<file path="src/rtl/mprj_checkpoint_monitor_if.sv">
// Signal bundle between the checkpoint monitor and whatever drives or observes it.
//
// Protocol: there is no valid/ready pair. code_valid is a one-cycle qualifier
// for code. The monitor never stalls, so a consumer that needs every filtered
// code must sample code on the cycle that code_valid is high. done/pass/fail
// are sticky levels, not pulses.
//
// fsm_state is a debug view of the verdict FSM:
// 0 = IDLE, 1 = RUN, 2 = PASS, 3 = FAIL.
interface mprj_checkpoint_monitor_if;
  logic        enable;
  logic [15:0] checkbits;
  logic        done;
  logic        pass;
  logic        fail;
  logic [2:0]  fail_cause;
  logic [7:0]  cur_group;
  logic [3:0]  pass_count;
  logic        code_valid;
  logic [15:0] code;
  logic [1:0]  fsm_state;

  // The harness side drives the raw checkpoint word and the enable.
  modport master (
    output enable, checkbits,
    input  done, pass, fail, fail_cause, cur_group, pass_count,
    input  code_valid, code, fsm_state
  );

  // The monitor side consumes the raw word and reports the verdict.
  modport slave (
    input  enable, checkbits,
    output done, pass, fail, fail_cause, cur_group, pass_count,
    output code_valid, code, fsm_state
  );
endinterface

</file>
<file path="src/rtl/mprj_checkpoint_monitor.sv">
// Firmware checkpoint monitor for mprj_io[31:16].
// Synchronizes and debounces the raw checkpoint word, decodes start/result
// codes, sequences test groups with an optional timeout and keeps a sticky
// pass/fail verdict until reset.
module mprj_checkpoint_monitor #(
  parameter int STABLE_CYCLES  = 4,
  parameter int NUM_GROUPS     = 3,
  parameter int TIMEOUT_CYCLES = 100000
) (
  input  logic                    clock,
  input  logic                    reset,
  mprj_checkpoint_monitor_if.slave mon
);

  // Timer is at least 17 bits wide so the default timeout fits with headroom.
  localparam int TW_RAW = $clog2(TIMEOUT_CYCLES + 1);
  localparam int TW     = (TW_RAW > 17) ? TW_RAW : 17;

  localparam logic [TW-1:0] TIMEOUT_LIM = TW'(TIMEOUT_CYCLES);
  localparam logic [TW-1:0] TIMER_MAX   = '1;
  localparam logic [3:0]    STABLE_LIM  = 4'(STABLE_CYCLES);
  localparam logic [3:0]    GROUPS_LIM  = 4'(NUM_GROUPS);
  localparam bit            TIMEOUT_ON  = (TIMEOUT_CYCLES != 0);

  localparam logic [2:0] CAUSE_NONE      = 3'd0;
  localparam logic [2:0] CAUSE_GROUPFAIL = 3'd1;
  localparam logic [2:0] CAUSE_TIMEOUT   = 3'd2;
  localparam logic [2:0] CAUSE_MISMATCH  = 3'd3;
  localparam logic [2:0] CAUSE_RESTART   = 3'd4;

  typedef enum logic [1:0] {
    ST_IDLE = 2'd0,
    ST_RUN  = 2'd1,
    ST_PASS = 2'd2,
    ST_FAIL = 2'd3
  } state_t;

  // ------------------------------------------------------------------
  // Input path: 2-flop synchronizer followed by a stability filter.
  // ------------------------------------------------------------------
  logic [15:0] sync1_q, sync1_d;
  logic [15:0] sync2_q, sync2_d;
  logic [15:0] last_q, last_d;     // sync2 one cycle ago, to detect changes
  logic [3:0]  held_q, held_d;     // cycles sync2 has held, saturating
  logic [15:0] code_q, code_d;
  logic        code_valid_q, code_valid_d;

  logic [3:0]  held_now;           // cycles held including the current one
  logic        accept;

  // Count how long the synchronized value has been steady and accept it
  // once it has held long enough and is new relative to the last code.
  always_comb begin
    sync1_d      = sync1_q;
    sync2_d      = sync2_q;
    last_d       = last_q;
    held_d       = held_q;
    code_d       = code_q;
    code_valid_d = 1'b0;

    if (sync2_q != last_q) begin
      held_now = 4'd1;
    end else if (held_q >= STABLE_LIM) begin
      held_now = STABLE_LIM;
    end else begin
      held_now = held_q + 4'd1;
    end

    accept = (held_now >= STABLE_LIM) && (sync2_q != code_q);

    // With enable low every filter register holds, so no pulse can form.
    if (mon.enable) begin
      sync1_d = mon.checkbits;
      sync2_d = sync1_q;
      last_d  = sync2_q;
      held_d  = held_now;
      if (accept) begin
        code_d       = sync2_q;
        code_valid_d = 1'b1;
      end
    end
  end

  // Filter registers.
  always_ff @(posedge clock) begin
    if (reset) begin
      sync1_q      <= '0;
      sync2_q      <= '0;
      last_q       <= '0;
      held_q       <= '0;
      code_q       <= '0;
      code_valid_q <= 1'b0;
    end else begin
      sync1_q      <= sync1_d;
      sync2_q      <= sync2_d;
      last_q       <= last_d;
      held_q       <= held_d;
      code_q       <= code_d;
      code_valid_q <= code_valid_d;
    end
  end

  // ------------------------------------------------------------------
  // Decode of the registered filtered code.
  // ------------------------------------------------------------------
  logic       is_start;
  logic       is_result;
  logic       res_pass;
  logic [7:0] res_group;

  // START = A0 gg with even group, RESULT = AB rr; anything else is ignored.
  always_comb begin
    is_start  = code_valid_q && (code_q[15:8] == 8'hA0) && !code_q[0];
    is_result = code_valid_q && (code_q[15:8] == 8'hAB);
    res_pass  = code_q[0];
    res_group = {code_q[7:1], 1'b0};
  end

  // ------------------------------------------------------------------
  // Verdict FSM with registered outputs.
  // ------------------------------------------------------------------
  state_t      state_q;
  logic        done_q;
  logic        pass_q;
  logic        fail_q;
  logic [2:0]  fail_cause_q;
  logic [7:0]  cur_group_q;
  logic [3:0]  pass_count_q;
  logic [TW-1:0] timer_q;

  logic [TW-1:0] timer_inc;
  logic          timeout_hit;
  logic [3:0]    pass_inc;

  // Saturating next values for the timer and the pass counter.
  always_comb begin
    timer_inc   = (timer_q == TIMER_MAX) ? timer_q : timer_q + 1'b1;
    timeout_hit = TIMEOUT_ON && mon.enable && (timer_inc == TIMEOUT_LIM);
    pass_inc    = (pass_count_q == 4'hF) ? 4'hF : pass_count_q + 4'd1;
  end

  // Group sequencing. A code_valid pulse only ever follows an enabled cycle,
  // so it is consumed even if enable drops on that cycle; otherwise the code
  // would be lost. The timer, which is what enable is meant to pause, is
  // gated by enable. A result beats a timeout landing on the same edge
  // because the result branch is checked first.
  always_ff @(posedge clock) begin
    if (reset) begin
      state_q      <= ST_IDLE;
      done_q       <= 1'b0;
      pass_q       <= 1'b0;
      fail_q       <= 1'b0;
      fail_cause_q <= CAUSE_NONE;
      cur_group_q  <= '0;
      pass_count_q <= '0;
      timer_q      <= '0;
    end else begin
      if (mon.enable && (state_q == ST_RUN)) begin
        timer_q <= timer_inc;
      end

      case (state_q)
        ST_IDLE: begin
          if (is_start) begin
            state_q     <= ST_RUN;
            cur_group_q <= code_q[7:0];
            timer_q     <= '0;
          end else if (is_result) begin
            state_q      <= ST_FAIL;
            done_q       <= 1'b1;
            fail_q       <= 1'b1;
            fail_cause_q <= CAUSE_MISMATCH;
          end
        end

        ST_RUN: begin
          if (is_result) begin
            if (res_group != cur_group_q) begin
              state_q      <= ST_FAIL;
              done_q       <= 1'b1;
              fail_q       <= 1'b1;
              fail_cause_q <= CAUSE_MISMATCH;
            end else if (!res_pass) begin
              state_q      <= ST_FAIL;
              done_q       <= 1'b1;
              fail_q       <= 1'b1;
              fail_cause_q <= CAUSE_GROUPFAIL;
            end else begin
              pass_count_q <= pass_inc;
              if (pass_inc == GROUPS_LIM) begin
                state_q <= ST_PASS;
                done_q  <= 1'b1;
                pass_q  <= 1'b1;
              end else begin
                state_q <= ST_IDLE;
              end
            end
          end else if (is_start) begin
            state_q      <= ST_FAIL;
            done_q       <= 1'b1;
            fail_q       <= 1'b1;
            fail_cause_q <= CAUSE_RESTART;
          end else if (timeout_hit) begin
            state_q      <= ST_FAIL;
            done_q       <= 1'b1;
            fail_q       <= 1'b1;
            fail_cause_q <= CAUSE_TIMEOUT;
          end
        end

        // PASS and FAIL are terminal until reset.
        default: begin
        end
      endcase
    end
  end

  // Output wiring.
  always_comb begin
    mon.done       = done_q;
    mon.pass       = pass_q;
    mon.fail       = fail_q;
    mon.fail_cause = fail_cause_q;
    mon.cur_group  = cur_group_q;
    mon.pass_count = pass_count_q;
    mon.code_valid = code_valid_q;
    mon.code       = code_q;
    mon.fsm_state  = state_q;
  end

endmodule

</file>
<file path="src/flat_wrapper.sv">
// flat-port wrapper written by rule: the top's interface ports become plain ports
module mprj_checkpoint_monitor_flat 
#(
  parameter int STABLE_CYCLES  = 4,
  parameter int NUM_GROUPS     = 3,
  parameter int TIMEOUT_CYCLES = 100000
)
  (clock, reset, mon_enable, mon_checkbits, mon_done, mon_pass, mon_fail, mon_fail_cause, mon_cur_group, mon_pass_count, mon_code_valid, mon_code, mon_fsm_state);
  mprj_checkpoint_monitor_if mon_i ();
  input  logic clock;
  input  logic reset;
  input wire logic [$bits(mon_i.enable)-1:0] mon_enable;
  input wire logic [$bits(mon_i.checkbits)-1:0] mon_checkbits;
  output wire logic [$bits(mon_i.done)-1:0] mon_done;
  output wire logic [$bits(mon_i.pass)-1:0] mon_pass;
  output wire logic [$bits(mon_i.fail)-1:0] mon_fail;
  output wire logic [$bits(mon_i.fail_cause)-1:0] mon_fail_cause;
  output wire logic [$bits(mon_i.cur_group)-1:0] mon_cur_group;
  output wire logic [$bits(mon_i.pass_count)-1:0] mon_pass_count;
  output wire logic [$bits(mon_i.code_valid)-1:0] mon_code_valid;
  output wire logic [$bits(mon_i.code)-1:0] mon_code;
  output wire logic [$bits(mon_i.fsm_state)-1:0] mon_fsm_state;
  assign mon_i.enable = mon_enable;
  assign mon_i.checkbits = mon_checkbits;
  assign mon_done = mon_i.done;
  assign mon_pass = mon_i.pass;
  assign mon_fail = mon_i.fail;
  assign mon_fail_cause = mon_i.fail_cause;
  assign mon_cur_group = mon_i.cur_group;
  assign mon_pass_count = mon_i.pass_count;
  assign mon_code_valid = mon_i.code_valid;
  assign mon_code = mon_i.code;
  assign mon_fsm_state = mon_i.fsm_state;
  mprj_checkpoint_monitor #(.STABLE_CYCLES(STABLE_CYCLES), .NUM_GROUPS(NUM_GROUPS), .TIMEOUT_CYCLES(TIMEOUT_CYCLES)) u_core (.clock(clock), .reset(reset), .mon(mon_i));
endmodule
</file>
<file path="config.mk">
export PLATFORM = sky130hd
export DESIGN_NAME = mprj_checkpoint_monitor_flat
export DESIGN_NICKNAME = d
export VERILOG_FILES = /design/src/rtl/mprj_checkpoint_monitor_if.sv /design/src/rtl/mprj_checkpoint_monitor.sv /design/src/flat_wrapper.sv
export SDC_FILE = /design/constraint.sdc
export NUM_CORES = 1
export LEC_CHECK = 0
export ABC_CLOCK_PERIOD_IN_PS = 3400
export BUFFER_PORTS_ARGS = -buffer_cell sky130_fd_sc_hd__buf_2
export CAP_MARGIN = 5
export CORE_AREA = 3 3 97 99
export CTS_CLUSTER_DIAMETER = 50
export DETAILED_ROUTE_END_ITERATION = 10
export DIE_AREA = 0 0 100 102
export PLACE_DENSITY = 0.81
export SYNTH_ARGS = -nofsm -noshare
export SYNTH_HDL_FRONTEND = slang
export SYNTH_SLANG_ARGS = --single-unit
</file>
<file path="constraint.sdc">
create_clock -name clock -period 3.4 [get_ports clock]
set_input_delay 0 -clock clock [delete_from_list [all_inputs] [get_ports clock]]
set_output_delay 0 -clock clock [all_outputs]
set_load 0.01 [all_outputs]
</file>
==> flow_summary.yaml <==
floorplan:
  core_mm2: 0.00864
  start_util_pct: 57.2
  die_x_um: 100
  rows: 34
  fp.dieH_um: 102
  io_pins: 56
  die_area_mm2: 0.0102
yosys:
  synth_most_common_cell: "dfxtp_1"
  yosys_register_bits: 106
  syn_inst: 526
  ys_top_cells_by_count: "dfxtp_1, nor2_1, mux2i_1"
  netlist_area_mm2: 0.00494
  ys_seq_area_share_pct: 43.0
  yosysWarnings: 0
  synth_ff_type: "dfxtp_1"
  synth_cell_type_count: 60
  synth_area_per_cell_um2: 9.38
  synth_top_area_share_pct: 43.0
  synth_edf_count: 0
  async_reset_ff_share_pct: 0
  synth.top_cells.by_area: "dfxtp_1, mux2i_1, nor2_1, xor2_1, xnor2_1"
  synth_nets: 548
  synth_area_leader_cell: "dfxtp_1"
cells_and_area:
  syn2layout_area_growth_pct: 13.1
  nets: 608
  diodes: 0
  finalInstanceArea_mm2: 0.00558
  drive_gt1_share_pct: 15.6
place:
  preCtsSetupSlack_ns: 0.444
  dpl_cell_area_mm2: 0.00522
  portBuffers: 55
  hpwlAfterDp_um: 7510
  place_congestion: 0.860
run:
  max_cap_viol_count: 0
worst_setup_path:
  crit_buf_inv: 0
  required_ns: 3.66
  crit_path_end_kind: "register"
  critPathTopFamily: "compound AO/OA/AOI/OAI gates"
  cp_max_fo: 8
  critPathLaunchType: "register"
  crit_chain: "ha_1 > nand3_1 > nor3_4 > nand2_2 > a211o_2 > a2111oi_2 > nand4_1 > a21o_1 > mux2_4"
  worst-setup-path-type: "register to register"
  arrival_ns: 3.26
  slowest_stage: "dfxtp_1"
  critical-path-max-stage-delay_ns: 0.49
timing:
  maxSlewViolCount: 0
  rsz0062_at_grt: "no"
  setup_violations: 0
  finalClockSkew_ns: 0.0135
  worst_pin_slew_ns: 0.873
  relSlewSlack_pct: 41.8
  hold_viol: 0
  worst_slack_ns: 0.397
  tns_ns: 0
  max_freq_mhz: 333
  min_period_over_period_pct: 88.3
  period_minus_slack_ns: 3.00
detailed_routing:
  drcViolationCount: 0
  drtIter0Drc: 99
  routed_wl_um: 10600
  first_pass_iters: 5
  viasPerCell: 5.62
  drt.antenna.violating_nets: 0
  routedWlPerCell_um: 15.2
  vias: 3927
grt:
  top_usage_layer: "met2"
  gr-usage-all-layers_pct: 21.3
  overflow: 0
  met2_usage_pct: 36.1
  grt_pass1_vias: 3729
  grt_util_met1_pct: 27.2
  grt_max_degree: 87
  antenna_found_initial: 0
  grtUsageMet3_pct: 4.10
  grt_pass1_wl_um: 17600
pwr:
  p_leak_nw: 2.65
  irDropWorstVdd_v: 0.000316
  p_per_area_mw_per_mm2: 388
outcome:
  status: "complete, no violations"
clock_network:
  cts_made_buffers: 9
  path_clk_slew_ns: 0.11
  htree_levels: 3
  cts_buffer_depth: 2
  postCtsResizedCells: 0
  cts.sinks: 106
  hold_buffers: 17
  root_buffer: "clkbuf_8"
  post_cts_buffers: 0
  clkLatencyLatePin_ns: 0.36
  cts_tree: "built"
hold_path:
  hold_class: "input pin to register"
layer usage:
| metal | vias up | part of all wire, % |
|---|---|---|
| met3 | 18 | 4.9 |
| met2 | 102 | 49 |
| li1 | 1960 | - |
| met4 | 0 | 2.1 |
| met1 | 1847 | 44 |
| met5 | - | 0 |
cells in the final DEF, fill, tap and decap left out, drive strengths merged, types with 2 or more instances in the layout:
master | Yosys | layout
a41oi | 3 | 3
xor2 | 35 | 35
dfxtp | 106 | 106
and3 | 5 | 5
nand2b | 3 | 3
a311oi | 3 | 3
and4 | 2 | 2
or3 | 7 | 7
nand2 | 24 | 24
o31ai | 2 | 2
a31o | 2 | 2
a211oi | 4 | 4
or4 | 2 | 2
buf | 8 | 58
mux2i | 72 | 72
nor2 | 101 | 101
inv | 8 | 12
o21ai | 7 | 7
a21oi | 17 | 17
nor4 | 15 | 15
nor3 | 12 | 12
xnor2 | 19 | 19
ha | 3 | 3
nand4 | 11 | 11
a31oi | 3 | 3
clkinvlp | 0 | 2
clkbuf | 17 | 9
dlygate4sd3 | 0 | 17
and2 | 3 | 3
nand3 | 15 | 15
metrics by stage:
step           total power, mW  std cells  hold slack [ns]  util [%]
3_5_place_dp              1.44        666            0.245      60.4
3_3_place_gp              1.43        666            0.236      60.4
4_1_cts                   2.19        699           0.0379      64.6
6_report                  2.17        699           0.0553      64.6
2_1_floorplan             1.40        526            0.147         -
5_1_grt                   2.25        699           0.0545      64.6
sequential cells by signal, indices dropped and copies added (netlist names):
| register | flops |
|---|---|
| u_core.mon.done | 1 |
| u_core.sync2_q | 16 |
| u_core.mon.pass_count | 4 |
| u_core.mon.fail_cause | 3 |
| u_core.mon.code_valid | 1 |
| u_core.mon.fsm_state | 2 |
| u_core.timer_q | 17 |
| u_core.mon.fail | 1 |
| u_core.sync1_q | 16 |
| u_core.mon.pass | 1 |
| u_core.held_q | 4 |
| u_core.last_q | 16 |
| u_core.mon.code | 16 |
| u_core.mon.cur_group | 8 |
cell type report:
cell class	instances	area (µm²)
inverter	8	30.0
clock inverter	7	68.8
multi-input combinational	386	2630
fill	712	3050
timing repair buffer	75	468
sequential	106	2120
tap	108	135
clock buffer	9	124
kinds of logic (layout without fill, tap and decap cells):
group                      Yosys count  count (layout)  share of synthesized area, %
AOI/OAI and AO/OA                   49              49                          6.62
buffers and inverters               34              99                          3.65
DFF                                106             106                          43.0
adders and majority gates            3               3                         0.761
muxes                               73              73                          14.9
xor gates and xnor gates            54              54                          9.58
and+or+nand+nor                    207             207                          21.5
power breakdown:
group	internal [mW]	switching, mW
clock	0.286	0.457
combinational	0.0661	0.0723
sequential	1.26	0.0221
worst paths after layout:
check                          from                        to  slack [ns]  cells after the start
setup / recovery  u_core.timer_q[0]  u_core.mon.fail_cause[1]        0.40                      9
hold / removal           mon_enable          u_core.held_q[0]        0.06                      3
hold reg to reg     u_core.mon.fail           u_core.mon.fail        0.45                      2
setup reg to reg  u_core.timer_q[0]  u_core.mon.fail_cause[1]        0.40                      9
worst reg2reg max path, cell delays in order, from the launching register on:
cell	delay [ns]
dfxtp_1	0.49
ha_1	0.28
nand3_1	0.25
nor3_4	0.33
nand2_2	0.13
a211o_2	0.34
a2111oi_2	0.36
nand4_1	0.18
a21o_1	0.24
mux2_4	0.29
Note: power is estimated with default switching activity, not from simulation.
